<file path="config.mk">
export PLATFORM = sky130hd
export DESIGN_NAME = pedestrian_signal
export DESIGN_NICKNAME = d
export VERILOG_FILES = /design/src/rtl/pedestrian_pkg.sv /design/src/rtl/sincronizador_borda.sv /design/src/rtl/pedestrian_signal.sv
export SDC_FILE = /design/constraint.sdc
export NUM_CORES = 1
export LEC_CHECK = 0
export ABC_AREA = 1
export BUFFER_PORTS_ARGS = -buffer_cell sky130_fd_sc_hd__buf_2
export CORE_MARGIN = 1
export CORE_UTILIZATION = 50
export CTS_CLUSTER_DIAMETER = 100
export DETAILED_ROUTE_END_ITERATION = 10
export GPL_TIMING_DRIVEN = 0
export PLACE_DENSITY = 0.78
export SYNTH_ARGS = -nofsm -noshare
export SYNTH_HDL_FRONTEND = slang
export SYNTH_SLANG_ARGS = --single-unit
export TNS_END_PERCENT = 5
</file>
<file path="constraint.sdc">
create_clock -name clk -period 1.74 [get_ports clk]
set_input_delay 0.435 -clock clk [delete_from_list [all_inputs] [get_ports clk]]
set_output_delay 0.435 -clock clk [all_outputs]
set_load 0.03 [all_outputs]
</file>
<file path="src/rtl/pedestrian_pkg.sv">
// pedestrian_pkg: shared state encoding, default phase lengths and counter width
package pedestrian_pkg;
   typedef enum logic [1:0] {PARE, ANDA, PISCA} estado_t;
   localparam int WALK_TICKS_DEF  = 8;
   localparam int FLASH_TICKS_DEF = 4;
   localparam int CNT_W           = 4;
endpackage

</file>
<file path="src/rtl/sincronizador_borda.sv">
// sincronizador_borda: 2-flop synchronizer with rising-edge pulse
// ports: clk, reset (sync, active-high), d (async input), borda (one-cycle pulse on synchronized rise)
module sincronizador_borda (
   input  logic clk,
   input  logic reset,
   input  logic d,
   output logic borda
);
   // s[1:0] synchronize d, s[2] holds the previous synchronized value
   logic [2:0] s;
   always_ff @(posedge clk)
      s <= reset ? 3'b000 : {s[1:0], d};
   assign borda = s[1] & ~s[2];
endmodule

</file>
<file path="src/rtl/pedestrian_signal.sv">
// pedestrian_signal: pedestrian walk/flash/don't-walk controller slaved to the vehicle red light
// ports: clk, reset (sync, active-high), verde/amarelo/vermelho (vehicle lights), botao (async button),
//        tick (time base), anda/pare (lamps), contagem (ticks left), pedido (request), falha (bad lights)
module pedestrian_signal import pedestrian_pkg::*; #(
   parameter int WALK_TICKS  = WALK_TICKS_DEF,
   parameter int FLASH_TICKS = FLASH_TICKS_DEF
) (
   input  logic             clk,
   input  logic             reset,
   input  logic             verde,
   input  logic             amarelo,
   input  logic             vermelho,
   input  logic             botao,
   input  logic             tick,
   output logic             anda,
   output logic             pare,
   output logic [CNT_W-1:0] contagem,
   output logic             pedido,
   output logic             falha
);
   estado_t estado;
   logic    borda, verm_ant, inicia;
   sincronizador_borda u_sinc (.clk(clk), .reset(reset), .d(botao), .borda(borda));
   // odd parity excluding the all-ones case is exactly one-hot
   assign falha  = ~((verde ^ amarelo ^ vermelho) & ~(verde & amarelo & vermelho));
   // a request arriving on the very cycle red rises is served by that rise
   assign inicia = (estado == PARE) && !falha && (pedido || borda) && vermelho && !verm_ant;
   always_ff @(posedge clk) begin
      if (reset) begin
         estado   <= PARE;
         anda     <= 1'b0;
         pare     <= 1'b1;
         contagem <= '0;
         pedido   <= 1'b0;
         verm_ant <= 1'b0;
      end else begin
         verm_ant <= vermelho;
         if (inicia)
            pedido <= 1'b0;
         else if (borda && estado != ANDA)
            pedido <= 1'b1;
         if (estado != PARE && (falha || !vermelho)) begin
            estado   <= PARE;
            anda     <= 1'b0;
            pare     <= 1'b1;
            contagem <= '0;
         end else if (inicia) begin
            estado   <= ANDA;
            anda     <= 1'b1;
            pare     <= 1'b0;
            contagem <= CNT_W'(WALK_TICKS);
         end else if (tick && estado != PARE) begin
            if (contagem > 4'd1) begin
               contagem <= contagem - 4'd1;
               if (estado == PISCA)
                  pare <= ~pare;
            end else if (estado == ANDA) begin
               estado   <= PISCA;
               anda     <= 1'b0;
               pare     <= 1'b1;
               contagem <= CNT_W'(FLASH_TICKS);
            end else begin
               estado   <= PARE;
               pare     <= 1'b1;
               contagem <= '0;
            end
         end
      end
   end
endmodule

</file>
Yosys cells after proc, flatten, opt, wreduce, memory -nomap -nowiden
Cells that the tools add are included.
{"block": "word_totals", "ff_bits": 13, "input_bits": 7, "out_inout_bits": 8, "wordCells": 65}
{"block": "classes", "add_sub_neg": 1, "magnitude_cmp": 1, "eq_ne": 5, "mux": 16, "bitwise_logic": 11, "n_reduce_logical": 22}
{"operator": "two-way mux 4 bit", "count": 3}
{"operator": "two-way mux 1 bit", "count": 11}
{"operator": "logical AND 1 bit", "count": 7}
{"operator": "AND reduction 2 bit", "count": 3}
{"operator": "nonzero test 2 bit", "count": 3}
{"operator": "inverter 1 bit", "count": 5}
{"operator": "AND 1 bit", "count": 4}
{"operator": "> comparator 4 x 1 -> 1 bit (second input constant)", "count": 1}
{"operator": "OR reduction 2 bit", "count": 2}
{"operator": "subtractor 4 x 1 -> 4 bit (second input constant)", "count": 1}
{"operator": "two-way mux 3 bit", "count": 1}
{"operator": "inequality test 3 x 2 -> 1 bit (second input constant)", "count": 1}
{"operator": "AND reduction 3 bit", "count": 1}
{"operator": "OR reduction 3 bit", "count": 1}
{"operator": "== test 2 x 1 -> 1 bit (second input constant)", "count": 1}
{"operator": "== test 2 bit (second input constant)", "count": 1}
{"operator": "zero test 1 bit", "count": 2}
{"operator": "zero test 2 bit", "count": 1}
{"operator": "logical OR 1 bit", "count": 2}
{"operator": "two-way mux 2 bit", "count": 1}
{"operator": "inequality test 2 x 1 -> 1 bit (second input constant)", "count": 1}
{"operator": "inequality test 2 bit (second input constant)", "count": 1}
{"operator": "bitwise XOR 1 bit", "count": 2}

Logic depth before layout (Yosys ltp)
Gate-level depths: netlist of run 1.
{"block": "depth", "ltp_word": 10, "ltp_mapped": 9, "mapped_depth_nobuf": 9}

By module
A second synthesis of run 1 with hierarchy kept.
{"block": "hier_totals", "hier_cells": 99, "hier_area_um2": 690.7}
{"mod": "pedestrian_signal", "n_inst": 1, "cells_per_inst": 89, "area_each_um2": 604.3, "seq_area_each_um2": 200.2}
{"mod": "sincronizador_borda", "n_inst": 1, "cells_per_inst": 10, "area_each_um2": 86.3, "seq_area_each_um2": 60.1}

Least setup slack after synthesis of run 1
OpenSTA, ideal clock, no wires.
{"block": "synth_timing", "kind": "in2out", "startpoint": "in verde", "endpoint": "out falha", "arrival_time_ns": 1.365, "t_required_ns": 1.305, "slack_ns": -0.060, "path_stages": 5, "n_path_buf": 0, "cell_sequence": "ha_1 -> inv_1 -> nand2_2 -> inv_1 -> a21oi_1"}
{"block": "synth_between", "elab_chain_cells": 5, "word_cells_on_any_way": 7, "cone_classes": "bitwise: 7"}
{"element": "start: declaration", "line_no": "pedestrian_signal.sv:10", "text": "input logic verde,"}
{"element": "AND 1 bit (2 in series)", "line_no": "pedestrian_signal.sv:25", "text": "assign falha = ~((verde ^ amarelo ^ vermelho) & ~(verde & amarelo & vermelho));"}
{"element": "inverter 1 bit", "line_no": "pedestrian_signal.sv:25"}
{"element": "AND 1 bit (*)", "line_no": "pedestrian_signal.sv:25"}
{"element": "inverter 1 bit (*)", "line_no": "pedestrian_signal.sv:25"}
{"element": "end: declaration", "line_no": "pedestrian_signal.sv:19", "text": "output logic falha"}
Every way passes the cells marked *; elsewhere a longest branch is shown, timed or not.

Worst setup path in the final report of run 1
{"block": "layout_timing", "startpoint": "in amarelo", "endpoint": "out falha"}
{"block": "layout_between", "elab_chain_cells": 5, "word_cells_on_any_way": 7, "cone_classes": "bitwise: 7"}
{"element": "start: declaration", "line_no": "pedestrian_signal.sv:11", "text": "input logic amarelo,"}
{"element": "AND 1 bit (2 in series)", "line_no": "pedestrian_signal.sv:25"}
{"element": "inverter 1 bit", "line_no": "pedestrian_signal.sv:25"}
{"element": "AND 1 bit (*)", "line_no": "pedestrian_signal.sv:25"}
{"element": "inverter 1 bit (*)", "line_no": "pedestrian_signal.sv:25"}
Marked as above.

==> results of run 1 <==
-- state kept, by name (all words and copies together) (netlist names) --
| signal | flops |
|---|---|
| verm_ant | 1 |
| pedido | 1 |
| u_sinc.s | 3 |
| contagem | 4 |
| anda | 1 |
| pare | 1 |
| estado | 2 |
-- power breakdown --
part	leakage [nW]	total, mW	switching (mW)	internal (mW)
Sequential	0.106	0.314	0.00640	0.307
Combinational	0.274	0.0978	0.0616	0.0363
Clock	0.0177	0.189	0.103	0.0853
Total	0.398	0.600	0.171	0.429
-- logic make-up (layout without fill, tap and decap cells) --
group	after synthesis	count (layout)	synth area share (%)
simple gates	45	45	36.5
flops	13	13	38.2
compound gates	10	10	9.36
buf+inv	19	37	10.5
fa+ha+maj	3	3	5.51
-- routing by layer --
| metal | vias to the layer above | track usage (%) |
|---|---|---|
| met1 | 273 | 25.1 |
| met2 | 18 | 29.2 |
| met3 | 2 | 5.20 |
| li1 | 321 | - |
| met4 | 0 | 10.3 |
| met5 | - | 0 |
-- worst register-to-register path, cell delays in order (launching register included) --
cell and delay [ps]:
sky130_fd_sc_hd__dfxtp_1 380, sky130_fd_sc_hd__inv_1 100, sky130_fd_sc_hd__ha_1 240, sky130_fd_sc_hd__nor2_1 220
sky130_fd_sc_hd__nor2_4 80, sky130_fd_sc_hd__nand4_1 150, sky130_fd_sc_hd__nand3_1 90, sky130_fd_sc_hd__nand2_1 70
sky130_fd_sc_hd__inv_1 40
-- how the worst max path moves through the flow --
stage,end,startpoint
after floorplan,falha,verde
after global placement,falha,verde
after detailed placement,falha,verde
after CTS,falha,verde
after global routing,falha,verde
final,falha,amarelo
-- placed cells by master, fill, tap and decap left out, types with 3 or more instances in the layout --
| cell type | Yosys | layout |
|---|---|---|
| sky130_fd_sc_hd__nand3_1 | 5 | 5 |
| sky130_fd_sc_hd__dfxtp_1 | 13 | 13 |
| sky130_fd_sc_hd__nand2_2 | 3 | 3 |
| sky130_fd_sc_hd__buf_2 | 0 | 13 |
| sky130_fd_sc_hd__a21oi_1 | 5 | 4 |
| sky130_fd_sc_hd__nand4_1 | 3 | 3 |
| sky130_fd_sc_hd__nor2_1 | 11 | 11 |
| sky130_fd_sc_hd__nor2_4 | 3 | 3 |
| sky130_fd_sc_hd__nand2_1 | 14 | 14 |
| sky130_fd_sc_hd__clkbuf_4 | 0 | 3 |
| sky130_fd_sc_hd__inv_1 | 17 | 17 |
-- repair_timing --
action                                  CTS  global route
endpoints found under the setup margin    1             0
gates resized for setup                   3             0
endpoints found under the hold margin     0             0
-- area by class of cell --
cell class / instances / area share [%]
Multi-Input combinational cell: 58 / 44.7
Sequential cell: 13 / 31.8
Timing Repair Buffer: 14 / 9.31
Inverter: 19 / 8.70
Clock buffer: 3 / 2.75
Tap cell: 14 / 2.14
Clock inverter: 1 / 0.611
==> run summary, run 1 <==
The placement row count was 12; the standard cell core area was 0.00119 mm2. Cells with a size suffix above 1 make up 31.5% of the layout. The final clock skew was 2.14 ps. Based on the critical path, the design can be clocked at up to 592 MHz. The endpoint identified for the worst register-to-register timing path is contagem[2]. Most repeated cell in the gate-level netlist after synthesis: sky130_fd_sc_hd__inv_1. The tools report the met2 routed wirelength as 574 um. The actual transition at the worst max-transition pin was 253 ps; the number of buffers inserted to repair setup after CTS was 0. Sequential cells were found to cover 38.2% of the synthesized design area. Buffers inserted during clock tree synthesis total 3.

Clock-pin slew was measured on the worst setup and hold paths at 80 ps. The number of optimization iterations in the first detailed-route pass came out at 4. Setup repair after global routing left no endpoint under its margin. In this run the register-to-register setup slack is 270 ps. The worst setup path is captured at an output port. Summed over all failing endpoints, the final setup total negative slack is 0 ps. The clock period minus worst slack is 1690 ps. For this run, the post-layout net count is 119. Largest area contributor in the synthesized netlist: sky130_fd_sc_hd__dfxtp_1. The floorplan step set the die width to 38.9 um.

In this design, the critical path's most frequently occurring cell is sky130_fd_sc_hd__inv_1. The sink count of the clock tree was 13; the cell count after synthesis was 90. At the later pin of the worst-skew pair, clock insertion delay measures 280 ps.

Summing all placed instances gives a cell area of 773 um2. The ratio of routed vias to standard cells is 5.03, and the required time of the worst setup path is 1300 ps. The detailed router put a total of 596 um of wire on met1. Grouping stages by cell kind, the critical path spends the most delay in buffers and inverters. TritonCTS built the clock tree.

Power spread over the standard cell area amounts to 732 mW/mm2. Among all flip-flop cells after synthesis, the most frequent one is sky130_fd_sc_hd__dfxtp_1. The number of synthesized register bits is 13.

Of all nets on the critical path, the largest fanout is 3. The logs give 0.00152 mm2 for the area enclosed by the die boundary and 57.5% for the initial core utilization. The die is 38.9 um tall. For hold timing, the worst endpoint is u_sinc.s[0].

The min-delay analysis places its worst path in the category primary input to register. The critical path goes through buf_2 -> ha_4 -> inv_1 -> nand2_2 -> inv_1 -> a21oi_2 -> buf_6. The setup path with the least slack is of type primary input to output port. Of all flip-flops after synthesis, the portion carrying an async set or reset was 0%.

The number of global-route vias before repair was 486. In this run the critical register-to-register path is launched from contagem[0]. For this block, the routed nets add up to 1270 um of wire. The run gives 0 as the number of max-slew violations in the final report. The detailed router finished its first iteration with 23 violations. On the final layout, the worst hold slack is 355 ps. Before CTS, the worst setup slack after placement is -37.0 ps. The wire-length estimate of the detail-placed layout is 955 um. The average instance in the mapped netlist occupies 7.58 um2. The number of H-tree levels is 1, and the maximum number of pins on one net before global-route repair is 9. The final core utilization came out at 69.1%. The detailed router used layers up to and including met4. The flow ran to the end, and the final reports show no timing, DRC or antenna violations. The layout filler cell count came out at 109. The cell depth of the worst min-delay path is 3, and the aggregate global-route resource usage is 19.5%.

Counting buffers and inverters, the worst setup path is 7 cells deep. The run gives 0.398 nW as the total leakage power. At the worst endpoint, the arrival time is 1250 ps. In this run the remaining antenna-violating nets after routing total 0. The design draws 0.600 mW.

Across all setup checks in the final design, the least slack found is 50.4 ps. Met3 layer wire length in the routed design: 86 um. I/O pin count: 15.

The commonest cells after synthesis are 17 x sky130_fd_sc_hd__inv_1, 14 x sky130_fd_sc_hd__nand2_1, 13 x sky130_fd_sc_hd__dfxtp_1. The tool flagged a number of max-cap violations equal to 0. For this design, the slowest cell found on the critical path is sky130_fd_sc_hd__ha_4. Hold repair after CTS inserted 0 buffers.

The number of placed instances, taps included is 118. The number of enable-type register cells in the synthesized netlist was 0; the area occupied by multi-input gates was 367 um2. For the number of DRC violations after detailed routing, the log shows 0.

Summed over its instances, the top area cell type makes up 38.2% of the synthesized netlist area. The signed area change from the synthesized netlist to the final layout was 20.2%. The largest incremental delay on the critical path is 260 ps, and the count of final setup violators is 0. The sequential cells in the finished layout cover a total of 260 um2. The tools report the number of hold violations in the final report as 0. Measured against its own limit, the worst slew margin works out to 83.1%. The total of buffers placed on input and output ports was 14; the area of the mapped netlist was 682 um2.

Synthesis produced a netlist with a net count of 100. The run gives 0 as the number of warnings printed during yosys synthesis. The number of antenna diodes in the final layout is 0. The worst-case IR drop observed on VDD is 0.656 mV. In the finished design, the share of the clock period the worst path needs comes to 97.1%. Count of distinct cell types in the synthesized netlist: 20. For this run, the number of standard cells in the final layout without fillers is 122. The type of element launching the critical path is a primary input.

Worst path buffer plus inverter count: 4. The run gives 0 as the total congestion overflow. The wire length of the first global-routing pass was 1940 um.

The root buffer cell chosen for the clock tree is sky130_fd_sc_hd__clkbuf_4. The routed layout has 614 vias. In the post-synthesis netlist, the biggest area contributors are sky130_fd_sc_hd__dfxtp_1 38%, sky130_fd_sc_hd__inv_1 9.4%, sky130_fd_sc_hd__nand2_1 7.7%. After detailed routing, the average wire length per cell comes to 10.4 um. The number of cell instances on the worst register-to-register path is 8, and the maximum count of clock buffers along a single path is 2. The congestion estimate from routability-driven global placement came to 0.790.

Once layout is done, the placed cells without fillers occupy 820 um2. For the initial antenna violation count, the log shows 0. In this run the most critical hold path is launched from botao.
Note: power is estimated with default switching activity, not from simulation.
==> run 2, diff against run 1 <==
- CORE_UTILIZATION: 50 -> 45
- PLACE_DENSITY: 0.78 -> 0.75
- clock period: 1.74 -> 1.4 ns (I/O delays scaled with it)
==> run 2 against run 1 <==
The run now ends with negative setup slack left. Critical path depth unchanged. Register-to-register slack worse by 210 ps. Die area up 11%. First-iteration DRC count down 74%. Sequential cell count unchanged. Non-clock buffer count up 2. Design area up 6.0%. Count of clock-buffer cells in the layout unchanged. Critical path type unchanged.
==> run summary, run 2 (same netlist as run 1, synthesis figures left out) <==
The final worst setup slack was -37.7 ps. Combinational logic burns 18.1% of the power. For the pin with the worst max-slew slack, the measured transition is 222 ps.

For the total congestion overflow, the log shows 0. The worst-case IR drop observed on VDD is 0.670 mV. 0 antenna diodes ended up in the layout.

In this run, CTS created clock tree buffers numbering 3. After detailed routing, the total wire length is 1290 um. The floorplan step set the die width to 40.9 um. At the end of the flow, the number of nets in the layout was 121.

Port buffering added 14 buffers. TritonCTS built the clock tree. The number of hold violations in the final report is 0. The type of element launching the critical path is a primary input. In the finished design, the share of the clock period the worst path needs comes to 103%. Setup repair after global routing could not meet its margin everywhere. The maximum operating frequency was 696 MHz; the number of violations reported at the end of detailed-routing iteration 0 was 6.

The number of global-route vias before repair is 476. The number of flip-flops under the largest register name is 4, and the power consumption is 0.753 mW. The clock passes through at most 2 buffers. The logs give 929 um for the placed wire-length estimate after detailed placement and 0.00167 mm2 for the area enclosed by the die boundary.

The setup check on the worst reg-to-reg path leaves a slack of 60 ps. The flow ran to the end, but the final reports show violations. In this run the worst path has a maximum fanout of 2. In the layout the commonest cells are 15 x sky130_fd_sc_hd__inv_1, 14 x sky130_fd_sc_hd__nand2_1, 11 x sky130_fd_sc_hd__dfxtp_1, 11 x sky130_fd_sc_hd__buf_2, 9 x sky130_fd_sc_hd__nor2_1. The checks that failed: negative setup slack.

The average wire length per cell after detail routing came out at 10.3 um. Dividing the detail-routed via count by the number of cells gives 4.77. Max-cap violations in this run came to 0.

Leaving out filler cells and counting taps, the final layout contains 125. The run gives 13 as the placement row count. The tools report the later-pin clock latency in the skew report as 270 ps.

STA classifies the critical path endpoint as an output port. The die is 40.9 um tall. The total area inside the core boundary comes to 0.00135 mm2. For this run, the detailed router's first-pass iteration total came to 4. The aggregate global-route resource usage is 18.8%. The initial antenna violation count came out at 0. The largest registers in the layout are contagem (4), u_sinc.s (3), estado (2). Data on the critical path is required at its endpoint by 1050 ps. The internal portion of the total power is 0.543 mW. The number of placed instances, taps included was 119; the clock transition at the registers of the reported paths was 80 ps.

The area growth from synthesis to layout is 27.3%. The power share of the clock group was 30.2%; the power density normalized to cell area was 868 mW/mm2. The count of nets left with antenna violations once routing finished came out at 0. Routability-driven placement finished with a final weighted congestion of 0.723.

The tightest min-delay check is of the primary input to register type. contagem holds more flip-flops than any other register. The maximum number of pins on one net before global-route repair was 9. Clock period minus worst slack: 1440 ps. The logs give 13 for the sink count of the clock tree and 596 for the total number of vias.

For this design, the CTS-stage hold fixing added 0 buffers. The count of final setup violators came out at 1. The type of the setup path with the least slack was primary input to output port. I/O pin count: 15. The share of final-layout standard cells stronger than drive strength 1 works out to 39.1%. Most common cell after layout, fill and taps aside: sky130_fd_sc_hd__inv_1. In this run the clock root is driven by a sky130_fd_sc_hd__clkbuf_4. The clock arrives with 3.32 ps of skew. The tools report the final core utilization as 64.3%. The initial core utilization was 50.5%; the switching share of total power was 27.9%. The run gives 51.7% as the part of the power in registers.

Number of DRC violations after detailed routing: 0. For the net switching power figure, the log shows 0.210 mW. Data arrives at the worst endpoint at 1090 ps.

For the number of H-tree levels, the log shows 1. The logs give 1990 um for the wire length of the first global-routing pass and 85.2% for the worst-case headroom to the max-slew limit. Number of max-slew violations in the final report: 0.

The total leakage power is 0.409 nW. Worst hold-check slack: 280 ps.
## run 2: cell type report
type / count / area (um2)
Timing Repair Buffer: 16 / 104
Fill cell: 122 / 482
Clock inverter: 1 / 5.00
Clock buffer: 3 / 22.5
Tap cell: 15 / 18.8
Inverter: 19 / 71.3
Sequential cell: 13 / 263
Multi-Input combinational cell: 58 / 384
## run 2: final timing paths
check,startpoint,endpoint,cells after the start
min,botao,u_sinc.s[0],3
min reg2reg,u_sinc.s[0],u_sinc.s[1],2
max,amarelo,falha,7
max reg2reg,contagem[0],anda,7
## run 2: layer usage
metal	up-vias	GRT usage [%]	part of all wire, %
li1	319	-	-
met1	265	21.7	45
met2	12	31.3	51
met3	0	8.15	3.4
met4	0	5.00	0
met5	-	0	0
## run 2: critical path, cell delays in order
cell and delay, ps:
sky130_fd_sc_hd__buf_6 100, sky130_fd_sc_hd__ha_4 260, sky130_fd_sc_hd__inv_2 30, sky130_fd_sc_hd__nand2_2 60, sky130_fd_sc_hd__inv_2 30, sky130_fd_sc_hd__a21oi_2 110
sky130_fd_sc_hd__buf_6 140
## run 2: repair_timing
item	4_1_cts	5_1_grt
setup buffers	2	0
setup endpoints to repair	1	9
gates resized for setup	7	5
pin swaps	2	2
## run 2: metrics by stage
stage,setup slack [ps],setup TNS (ps),area (um2)
after global placement,-180,-414,777
after CTS,-28.4,-28.4,851
after global routing,-67.3,-141,868
final,-37.7,-37.7,868
after floorplan,-75.5,-75.5,688
after detailed placement,-199,-498,777
## run 2: power by group through the flow
stage | clock network (mW) | logic [mW] | registers (mW)
after detailed placement | 0 | 0.113 | 0.398
after global routing | 0.262 | 0.149 | 0.391
after global placement | 0 | 0.110 | 0.398
after floorplan | 0 | 0.0704 | 0.408
final | 0.227 | 0.136 | 0.390
after CTS | 0.235 | 0.133 | 0.389
==> run 3, diff against run 2 <==
- CORE_UTILIZATION: 45 -> 40
- PLACE_DENSITY: 0.75 -> 0.68
- SETUP_SLACK_MARGIN: unset -> 0.15
==> run 3 against run 2 <==
The run still ends with negative setup slack left. Die area rose by 12%. Design area rose by 5.8%. Worst setup slack improved by 25 ps. Count of clock-buffer cells in the layout did not move. Critical endpoint unchanged. Largest cell class unchanged.
==> run summary, run 3 (same netlist as run 1, synthesis figures left out) <==
The maximum number of pins on one net before global-route repair came out at 9. At the end of routability-driven placement, the weighted congestion stood at 0.749. Measured along the x axis, the die boundary spans 43.3 um. The worst setup path is captured at an output port. For the wire length of the first global-routing pass, the log shows 2040 um. In the global route stage, overall resource usage came out at 14.9%.

The number of DRC violations after detailed routing came out at 0. The tools report the final clock skew as 0.508 ps. At the end of the flow, the number of nets in the layout was 121. For the met2 usage in global routing, the log shows 22.1%. The tightest min-delay check is of the primary input to register type. The die covers 0.00187 mm2. The clock passes through at most 2 buffers. After detailed routing, the number of vias per cell comes to 4.79. In the final layout, the registers with the most flip-flops are contagem (4), u_sinc.s (3), estado (2). In this run, CTS created clock tree buffers numbering 3.

The required time of the worst setup path is 1050 ps. The final reports fail on negative setup slack. The placed wire-length estimate after detailed placement came out at 886 um. The post-route netlist has 43.6% of its cells at a drive strength greater than 1. For the I/O pin count, the log shows 15. For the number of H-tree levels, the log shows 1. The detailed router placed 603 vias in this run. The final worst setup slack came out at -12.8 ps.

Once detail routing completed, the nets flagged for antenna violations numbered 0. Along the worst hold path, the cell count comes to 3. From synthesis to final layout, the design area changed by 34.7%. Layer carrying the most global-route usage: met2. From bottom edge to top edge, the die measures 43.3 um.

Number of hold violations in the final report: 0. Once the floorplan was initialized, standard cells occupied 44.2% of the core. Clock tree synthesis found a total of 13 sinks. The run gives 0 as the max-capacitance violation count. The run gives 6.38% as the global routing met3 resource utilization. The register with the most flip-flops was contagem. The root buffer cell is sky130_fd_sc_hd__clkbuf_4. The clock transition at the registers of the reported paths was 80 ps; the clock period minus worst slack was 1410 ps. The worst pin sits at a relative slew slack of 85.6%. Measured in cells, the most critical reg-to-reg path has a length of 7.

For the standard cell core area, the log shows 0.00154 mm2. The total of buffers placed on input and output ports is 14, and the worst IR drop on VDD is 0.590 mV. In this run, the number of DRC markers left after iteration 0 of detailed routing was 9. Type of the setup path with the least slack: primary input to output port. At the later pin of the worst-skew pair, clock insertion delay measures 280 ps. Across all hold checks on the routed design, the worst slack comes to 264 ps. The global-route track usage on met1 was 18.1%; the placement row count was 14. The number of max-slew violations in the final report was 0.

Timing would allow up to 708 MHz. The type of element launching the critical path was a primary input. For this block, the routed nets add up to 1190 um of wire. The initial antenna violation count is 0. After layout, the worst path uses 101% of the clock period. For the count of final setup violators, the log shows 1. TritonCTS built the clock tree. The number of flip-flops under the largest register name is 4, and the number of diodes added for antenna fixing is 0.

The flow ran to the end, but the final reports show violations. Before antenna repair, the detailed router went through 4 iterations. For the power consumption, the log shows 0.767 mW.

For the pin with the worst max-slew slack, the measured transition is 215 ps. The average wire length per cell after detail routing works out to 9.45 um. The critical path arrival came out at 1060 ps. Setup repair after global routing could not meet its margin everywhere. Summed over all layers, the global routing overflow is 0. The analysis attributes to cell leakage a power of 0.422 nW. The maximum fanout count along the critical path came out at 2. In the layout the commonest cells are 13 x sky130_fd_sc_hd__inv_1, 13 x sky130_fd_sc_hd__nand2_1, 10 x sky130_fd_sc_hd__dfxtp_1, 10 x sky130_fd_sc_hd__buf_2, 9 x sky130_fd_sc_hd__nor2_1. The number of global-route vias before repair was 511; the power density normalized to cell area was 835 mW/mm2.
run 3: path summary, 6_finish.rpt:
kind | start | to | slack [ps]
worst max-delay path | verde | falha | -10
worst min-delay path | botao | u_sinc.s[0] | 260
worst max register to register | contagem[0] | anda | 160
worst min register to register | u_sinc.s[0] | u_sinc.s[1] | 410
run 3: through the flow:
stage / setup slack [ps] / setup TNS [ps] / instances / utilization [%] / instance area, um2
floorplan: 73.6 / 0 / 90 / - / 718
global placement: -127 / -166 / 120 / 52.4 / 808
detailed placement: -142 / -189 / 120 / 52.4 / 808
CTS: -15.6 / -15.6 / 126 / 57.4 / 885
global route: -39.0 / -39.0 / 126 / 59.6 / 918
finish: -12.8 / -12.8 / 126 / 59.6 / 918
run 3: cell type report:
type	count	area, um2
Clock buffer	3	22.5
Clock inverter	1	5.00
Fill cell	157	623
Inverter	19	76.3
Multi-Input combinational cell	58	422
Sequential cell	13	267
Tap cell	16	20.0
Timing Repair Buffer	16	106
run 3: metal layers:
metal	up-vias	part of all wire, %
li1	324	-
met1	262	47
met2	13	45
met3	4	5.0
met4	0	2.2
met5	-	0
run 3: power by group:
part	total, mW	leakage [nW]	switching [mW]	internal, mW
sequential	0.388	0.108	0.00786	0.380
combinational	0.143	0.296	0.0828	0.0599
clock	0.236	0.0177	0.130	0.106
run 3: repair_timing:
item / CTS / global route
pin swaps: 2 / 9
hold buffers: 0 / 0
resized for setup: 9 / 9
buffers inserted: 2 / 0
endpoints found under the setup margin: 8 / 8
run 3: critical path, cell delays in order:
cell and delay, ps:
sky130_fd_sc_hd__buf_6 90, sky130_fd_sc_hd__ha_4 260, sky130_fd_sc_hd__inv_2 40, sky130_fd_sc_hd__nand2_4 50, sky130_fd_sc_hd__inv_2 40, sky130_fd_sc_hd__a21oi_4 100, sky130_fd_sc_hd__buf_6 140
